`config.mk`:
```
export PLATFORM = sky130hd
export DESIGN_NAME = rf_wb_arbiter
export DESIGN_NICKNAME = d
export VERILOG_FILES = /design/src/rtl/rf_wb_arbiter.sv
export SDC_FILE = /design/constraint.sdc
export NUM_CORES = 1
export LEC_CHECK = 0
export CORE_ASPECT_RATIO = 0.9
export CORE_MARGIN = 1.5
export CORE_UTILIZATION = 45
export DETAILED_ROUTE_END_ITERATION = 10
export DONT_BUFFER_PORTS = 1
export GPL_TIMING_DRIVEN = 0
export PLACE_DENSITY_LB_ADDON = 0.08
export SLEW_MARGIN = 20
export SYNTH_ARGS = -nofsm -noshare
export SYNTH_HDL_FRONTEND = slang
export SYNTH_SLANG_ARGS = --single-unit
```
`constraint.sdc`:
```
create_clock -name clk -period 3 [get_ports clk]
set_clock_uncertainty 0.05 [all_clocks]
set_input_delay 0.15 -clock clk [delete_from_list [all_inputs] [get_ports clk]]
set_output_delay 0.15 -clock clk [all_outputs]
set_load 0.005 [all_outputs]
```
`src/rtl/rf_wb_arbiter.sv`:
```
// rf_wb_arbiter: write-back arbiter for the register file's single write port.
// Each functional-unit lane pushes {addr,data} results into its own small FIFO.
// Every cycle one non-empty FIFO is selected and its head is popped into a
// selection register. The next edge copies that register onto the registered
// wr_en/wr_addr/wr_data/grant_lane outputs. An accepted entry therefore
// reaches wr_en two edges after it is accepted.
//
// Build option: define RF_WB_FIXED_PRIO_EN to use fixed priority, where the
// lowest-numbered non-empty lane always wins. Leave it undefined (the default)
// to use round-robin selection with a rotating start pointer.
//
// Handshake: a lane transfer happens on a rising edge where
// lane_valid[i] & lane_ready[i] is high. lane_ready[i] depends only on the
// FIFO being not full and rst being low, and never on lane_valid[i]. A full
// FIFO keeps lane_ready low even in a cycle where it is popped. The write port
// has no back-pressure, so a grant always completes.

module rf_wb_arbiter #(
  parameter int NUM_LANES  = 4,
  parameter int ADDR_W     = 3,
  parameter int DATA_W     = 32,
  parameter int FIFO_DEPTH = 2
) (
  input  logic                            clk,
  input  logic                            rst,
  input  logic [NUM_LANES-1:0]            lane_valid,
  output logic [NUM_LANES-1:0]            lane_ready,
  input  logic [NUM_LANES*ADDR_W-1:0]     lane_addr,
  input  logic [NUM_LANES*DATA_W-1:0]     lane_data,
  output logic                            wr_en,
  output logic [ADDR_W-1:0]               wr_addr,
  output logic [DATA_W-1:0]               wr_data,
  output logic [$clog2(NUM_LANES)-1:0]    grant_lane,
  output logic                            pending
);

  localparam int LW = $clog2(NUM_LANES);
  localparam int PW = $clog2(FIFO_DEPTH);
  localparam int CW = PW + 1;

  // Per-lane FIFO storage and bookkeeping. The occupancy count resolves
  // full and empty, so the pointers simply wrap modulo FIFO_DEPTH.
  logic [ADDR_W-1:0] addr_mem_q [NUM_LANES][FIFO_DEPTH];
  logic [DATA_W-1:0] data_mem_q [NUM_LANES][FIFO_DEPTH];
  logic [PW-1:0]     rd_ptr_q   [NUM_LANES];
  logic [PW-1:0]     wr_ptr_q   [NUM_LANES];
  logic [CW-1:0]     count_q    [NUM_LANES];

  logic [NUM_LANES-1:0] full;
  logic [NUM_LANES-1:0] nonempty;
  logic [NUM_LANES-1:0] push;
  logic [NUM_LANES-1:0] pop;

  // Arbitration result for the current cycle.
  logic              gnt_found;
  logic [LW-1:0]     gnt_lane;
  logic [ADDR_W-1:0] gnt_addr;
  logic [DATA_W-1:0] gnt_data;

  // Selection register between the FIFO pop and the write port.
  logic              sel_valid_q;
  logic [LW-1:0]     sel_lane_q;
  logic [ADDR_W-1:0] sel_addr_q;
  logic [DATA_W-1:0] sel_data_q;

  // Registered write port.
  logic              wr_en_q;
  logic [ADDR_W-1:0] wr_addr_q;
  logic [DATA_W-1:0] wr_data_q;
  logic [LW-1:0]     grant_lane_q;

`ifndef RF_WB_FIXED_PRIO_EN
  // Round-robin start pointer: the lane searched first this cycle.
  logic [LW-1:0] rr_q;
  logic [LW-1:0] rr_d;
`endif

  // Per-lane status flags derived from the occupancy counts.
  always_comb begin
    full     = '0;
    nonempty = '0;
    for (int i = 0; i < NUM_LANES; i++) begin
      full[i]     = (count_q[i] == CW'(FIFO_DEPTH));
      nonempty[i] = (count_q[i] != '0);
    end
  end

  assign lane_ready = ~full & {NUM_LANES{~rst}};
  assign push       = lane_valid & lane_ready;

`ifdef RF_WB_FIXED_PRIO_EN
  // Fixed priority: the lowest-numbered non-empty lane wins.
  always_comb begin
    gnt_found = 1'b0;
    gnt_lane  = '0;
    for (int k = NUM_LANES - 1; k >= 0; k--) begin
      if (nonempty[k]) begin
        gnt_found = 1'b1;
        gnt_lane  = k[LW-1:0];
      end
    end
  end
`else
  // Round-robin: search rr_q, rr_q+1, ... and wrap modulo NUM_LANES.
  always_comb begin
    logic [LW-1:0] cand;
    gnt_found = 1'b0;
    gnt_lane  = '0;
    cand      = '0;
    for (int k = 0; k < NUM_LANES; k++) begin
      cand = rr_q + k[LW-1:0];
      if (!gnt_found && nonempty[cand]) begin
        gnt_found = 1'b1;
        gnt_lane  = cand;
      end
    end
  end

  // The pointer moves past the granted lane and holds when nothing is granted.
  always_comb begin
    rr_d = rr_q;
    if (gnt_found) begin
      rr_d = gnt_lane + LW'(1);
    end
  end
`endif

  // Decode the grant into a per-lane pop strobe and read the winning head.
  always_comb begin
    pop = '0;
    if (gnt_found && !rst) begin
      pop[gnt_lane] = 1'b1;
    end
    gnt_addr = addr_mem_q[gnt_lane][rd_ptr_q[gnt_lane]];
    gnt_data = data_mem_q[gnt_lane][rd_ptr_q[gnt_lane]];
  end

  // FIFO storage writes. The contents need no reset because the counts gate them.
  always_ff @(posedge clk) begin
    for (int i = 0; i < NUM_LANES; i++) begin
      if (push[i]) begin
        addr_mem_q[i][wr_ptr_q[i]] <= lane_addr[i*ADDR_W +: ADDR_W];
        data_mem_q[i][wr_ptr_q[i]] <= lane_data[i*DATA_W +: DATA_W];
      end
    end
  end

  // FIFO pointers and counts. A simultaneous push and pop leaves the count unchanged.
  always_ff @(posedge clk) begin
    for (int i = 0; i < NUM_LANES; i++) begin
      if (rst) begin
        rd_ptr_q[i] <= '0;
        wr_ptr_q[i] <= '0;
        count_q[i]  <= '0;
      end else begin
        if (push[i]) begin
          wr_ptr_q[i] <= wr_ptr_q[i] + PW'(1);
        end
        if (pop[i]) begin
          rd_ptr_q[i] <= rd_ptr_q[i] + PW'(1);
        end
        case ({push[i], pop[i]})
          2'b10:   count_q[i] <= count_q[i] + CW'(1);
          2'b01:   count_q[i] <= count_q[i] - CW'(1);
          default: count_q[i] <= count_q[i];
        endcase
      end
    end
  end

`ifndef RF_WB_FIXED_PRIO_EN
  // Round-robin pointer register.
  always_ff @(posedge clk) begin
    if (rst) begin
      rr_q <= '0;
    end else begin
      rr_q <= rr_d;
    end
  end
`endif

  // Selection stage: capture the popped head together with its lane number.
  always_ff @(posedge clk) begin
    if (rst) begin
      sel_valid_q <= 1'b0;
      sel_lane_q  <= '0;
      sel_addr_q  <= '0;
      sel_data_q  <= '0;
    end else begin
      sel_valid_q <= gnt_found;
      if (gnt_found) begin
        sel_lane_q <= gnt_lane;
        sel_addr_q <= gnt_addr;
        sel_data_q <= gnt_data;
      end
    end
  end

  // Write-port stage: the address, data and lane hold their values while idle.
  always_ff @(posedge clk) begin
    if (rst) begin
      wr_en_q      <= 1'b0;
      wr_addr_q    <= '0;
      wr_data_q    <= '0;
      grant_lane_q <= '0;
    end else begin
      wr_en_q <= sel_valid_q;
      if (sel_valid_q) begin
        wr_addr_q    <= sel_addr_q;
        wr_data_q    <= sel_data_q;
        grant_lane_q <= sel_lane_q;
      end
    end
  end

  assign wr_en      = wr_en_q;
  assign wr_addr    = wr_addr_q;
  assign wr_data    = wr_data_q;
  assign grant_lane = grant_lane_q;

  // Work is outstanding while any entry sits in a FIFO, in the selection
  // register, or on the write port. It is forced low during reset.
  assign pending = ~rst & ((|nonempty) | sel_valid_q | wr_en_q);

endmodule

```
==> results_dict.tcl <==
set metrics [dict create \
    status "finished, violations left" \
    violations "negative setup slack" \
    grt-ovfl-total 0 \
    grt_pass1_wl_um 84780 \
    cts_htree_levels 2 \
    ir_drop_mv 0.7745 \
    die_h_um 186.6 \
    dp_slack_ps -1227 \
    antenna_found_initial 2 \
    max-clock-path-buffers 3 \
    top_level_ports 189 \
    ys.flop_type "edfxtp_1" \
    drive_above_1_share_pct 19.68 \
    end_kind "flip-flop" \
    vias_per_cell 6.268 \
    coreArea_um2 37050 \
    cts.sinks 374 \
    drv_cap 0 \
    ys_async_sr_fraction_pct 0 \
    setup_ws_ps -4.055 \
    critPathMaxFanout 11 \
    drt_iter0_drc 1417 \
    syn_area_um2 16850 \
    cts_tree "yes" \
    grt_start_max_net_pins 36 \
    io_buffers 0 \
    post_drt_wl_per_cell_um 27.19 \
    hp-class "input pin to flip-flop" \
    yosysSeqAreaShare_pct 62.01 \
    syn_area_per_cell_um2 11.95 \
    routed_wl_um 58660 \
    num_rows 67 \
    clock.fmax_mhz 332.9 \
    leakagePower_nw 7.713 \
    postSynthCellCount 1410 \
    areaGrowthSynthToFinish_pct 29.34 \
    setup_tns_ps -4.683 \
    cp_data_arrival_time_ps 3410 \
    initial_core_util_pct 45.48 \
    final.fill_count 3014 \
    globalplace.congestion 0.8839 \
    die_w_um 207.0 \
    grt_pass1_vias 13443 \
    max-slew-margin-rel_pct 23.80 \
    maxSlewViolCount 0 \
    grt_use_total_pct 29.84 \
    ys_ff_latch 374 \
    yosysWarnings 0 \
    criticalPathCategory "flip-flop to flip-flop" \
    clock_latency_ps 540 \
    whs_ps 22.70 \
    ant_nets 0 \
    setup_viol 3 \
    post-route-period-util_pct 100.1 \
    tightest_slew_ps 1143 \
    total_power_mw 26.02 \
    cts-root-buf "clkbuf_16" \
    place_area_um2 17770 \
    path_clk_slew_ps 60 \
    ys_types 48 \
    power.density_nw_per_um2 1194 \
    cts_made_buffers 40 \
    required_ps 3400 \
    drc 0 \
    die-area_um2 38620 \
    final_area_um2 21790 \
    rsz0062_at_grt "yes" \
    synth_fp_nets 1573 \
    finalHoldViolCount 0 \
    layout.nets 1805 \
    num_vias 13520 \
    hpwlAfterDp_um 39550 \
    startpoint_type "flip-flop" \
    period_needed_ps 3004 \
    drtPass1Iterations 5 \
    synth_edf_count 296 \
]
synthesized netlist by cell type, types with 2 or more instances:
cell type,instances,area [µm²]
edfxtp_1,296,8889
nand2_1,222,833.3
o22ai_1,140,875.8
clkbuf_1,94,352.8
dfxtp_1,78,1562
a311oi_1,71,621.9
nor2_1,69,259.0
a21oi_1,46,230.2
nor3_1,45,225.2
mux2i_1,40,400.4
nand3b_1,39,292.8
a21o_1,37,277.8
a311o_1,35,350.3
o311a_1,35,350.3
o31ai_2,35,437.9
inv_1,19,71.32
ha_1,17,212.7
buf_2,16,80.08
buf_1,13,48.80
nand2b_1,8,50.05
o21bai_1,7,52.55
and3_1,4,25.02
buf_6,4,45.04
nand3_1,4,20.02
or3_1,4,25.02
buf_4,3,22.52
or2_2,3,18.77
a221oi_1,2,17.52
a31oi_1,2,12.51
nor2b_1,2,12.51
nor4b_1,2,17.52
o21ai_0,2,10.01
layout by cell type (no fill, tap or decap), types with 41 or more instances in the layout:
master / Yosys / final
a21oi_1: 46 / 44
buf_4: 3 / 47
clkbuf_1: 94 / 41
clkbuf_16: 0 / 46
dfxtp_1: 78 / 78
dlygate4sd3_1: 0 / 146
edfxtp_1: 296 / 296
nand2_1: 222 / 221
nor2_1: 69 / 64
o22ai_1: 140 / 139
per-stage QoR:
step	std cells	utilization, %
3_5_place_dp	1902	47.96
2_1_floorplan	1410	-
5_1_grt	2156	58.81
6_report	2157	58.82
4_1_cts	2139	57.53
3_3_place_gp	1893	47.24
logic make-up after synthesis:
| logic type | count (synthesis) | synth area share, % |
|---|---|---|
| buffers and inverters | 150 | 3.705 |
| AND/OR/NAND/NOR | 404 | 10.65 |
| adder cells (fa/ha/maj) | 17 | 1.262 |
| multiplexers | 41 | 2.443 |
| AO/OA/AOI/OAI | 423 | 19.88 |
| XOR/XNOR | 1 | 0.05198 |
| flip-flops | 374 | 62.01 |
final timing paths:
kind	slack, ps	cells past startpoint	end	from
min reg2reg	450	2	sel_data_q[27]	sel_data_q[27]
max	-4	10	sel_data_q[3]	count_q[2][0]
max reg2reg	-4	10	sel_data_q[3]	count_q[2][0]
min	20	2	sel_valid_q	rst
flip-flops by register name, summed over array words and instances (netlist names):
register and flops:
data_mem_q 256, sel_data_q 32, wr_data 32, addr_mem_q 24, count_q 8, rd_ptr_q 4, wr_ptr_q 4, sel_addr_q 3
wr_addr 3, grant_lane 2, rr_q 2, sel_lane_q 2, sel_valid_q 1, wr_en 1
layout make-up:
type	instances	area (µm²)	share of cell area, %
Timing Repair Buffer	198	2052	9.415
Antenna cell	2	5.005	0.02296
Clock inverter	15	254.0	1.165
Sequential cell	374	10450	47.95
Multi-Input combinational cell	886	6397	29.35
Tap cell	483	604.3	2.773
Clock buffer	57	1137	5.218
Inverter	20	82.58	0.3789
Buffer	122	812.0	3.726
repair_timing:
item,in CTS,in global routing
setup buffers,25,17
resized for setup,138,107
setup endpoints to repair,61,51
hold buffers,146,0
cloned,0,1
pin swaps,15,20
hold endpoints to repair,294,0
layer usage:
metal,up-vias,global-route usage [%],part of all wire (%)
li1,5978,-,-
met1,6692,41.31,42
met2,728,46.81,46
met3,122,6.532,8.9
met4,0,9.159,3.0
met5,-,0,0
where the power goes:
group	internal, mW	switching, mW
combinational	5.44	8.57
clock	3.24	2.06
sequential	6.28	0.426
total	15.0	11.1
critical path, stage by stage (launching register included):
cell and delay (ps):
edfxtp_1 380, buf_6 140, or3_4 360, a22o_1 260, or3_4 440, and2_4 190, buf_12 150, buf_2 240
a311oi_2 380, nor3_2 90, o31ai_2 230
Power figures use the tool's default switching activity.
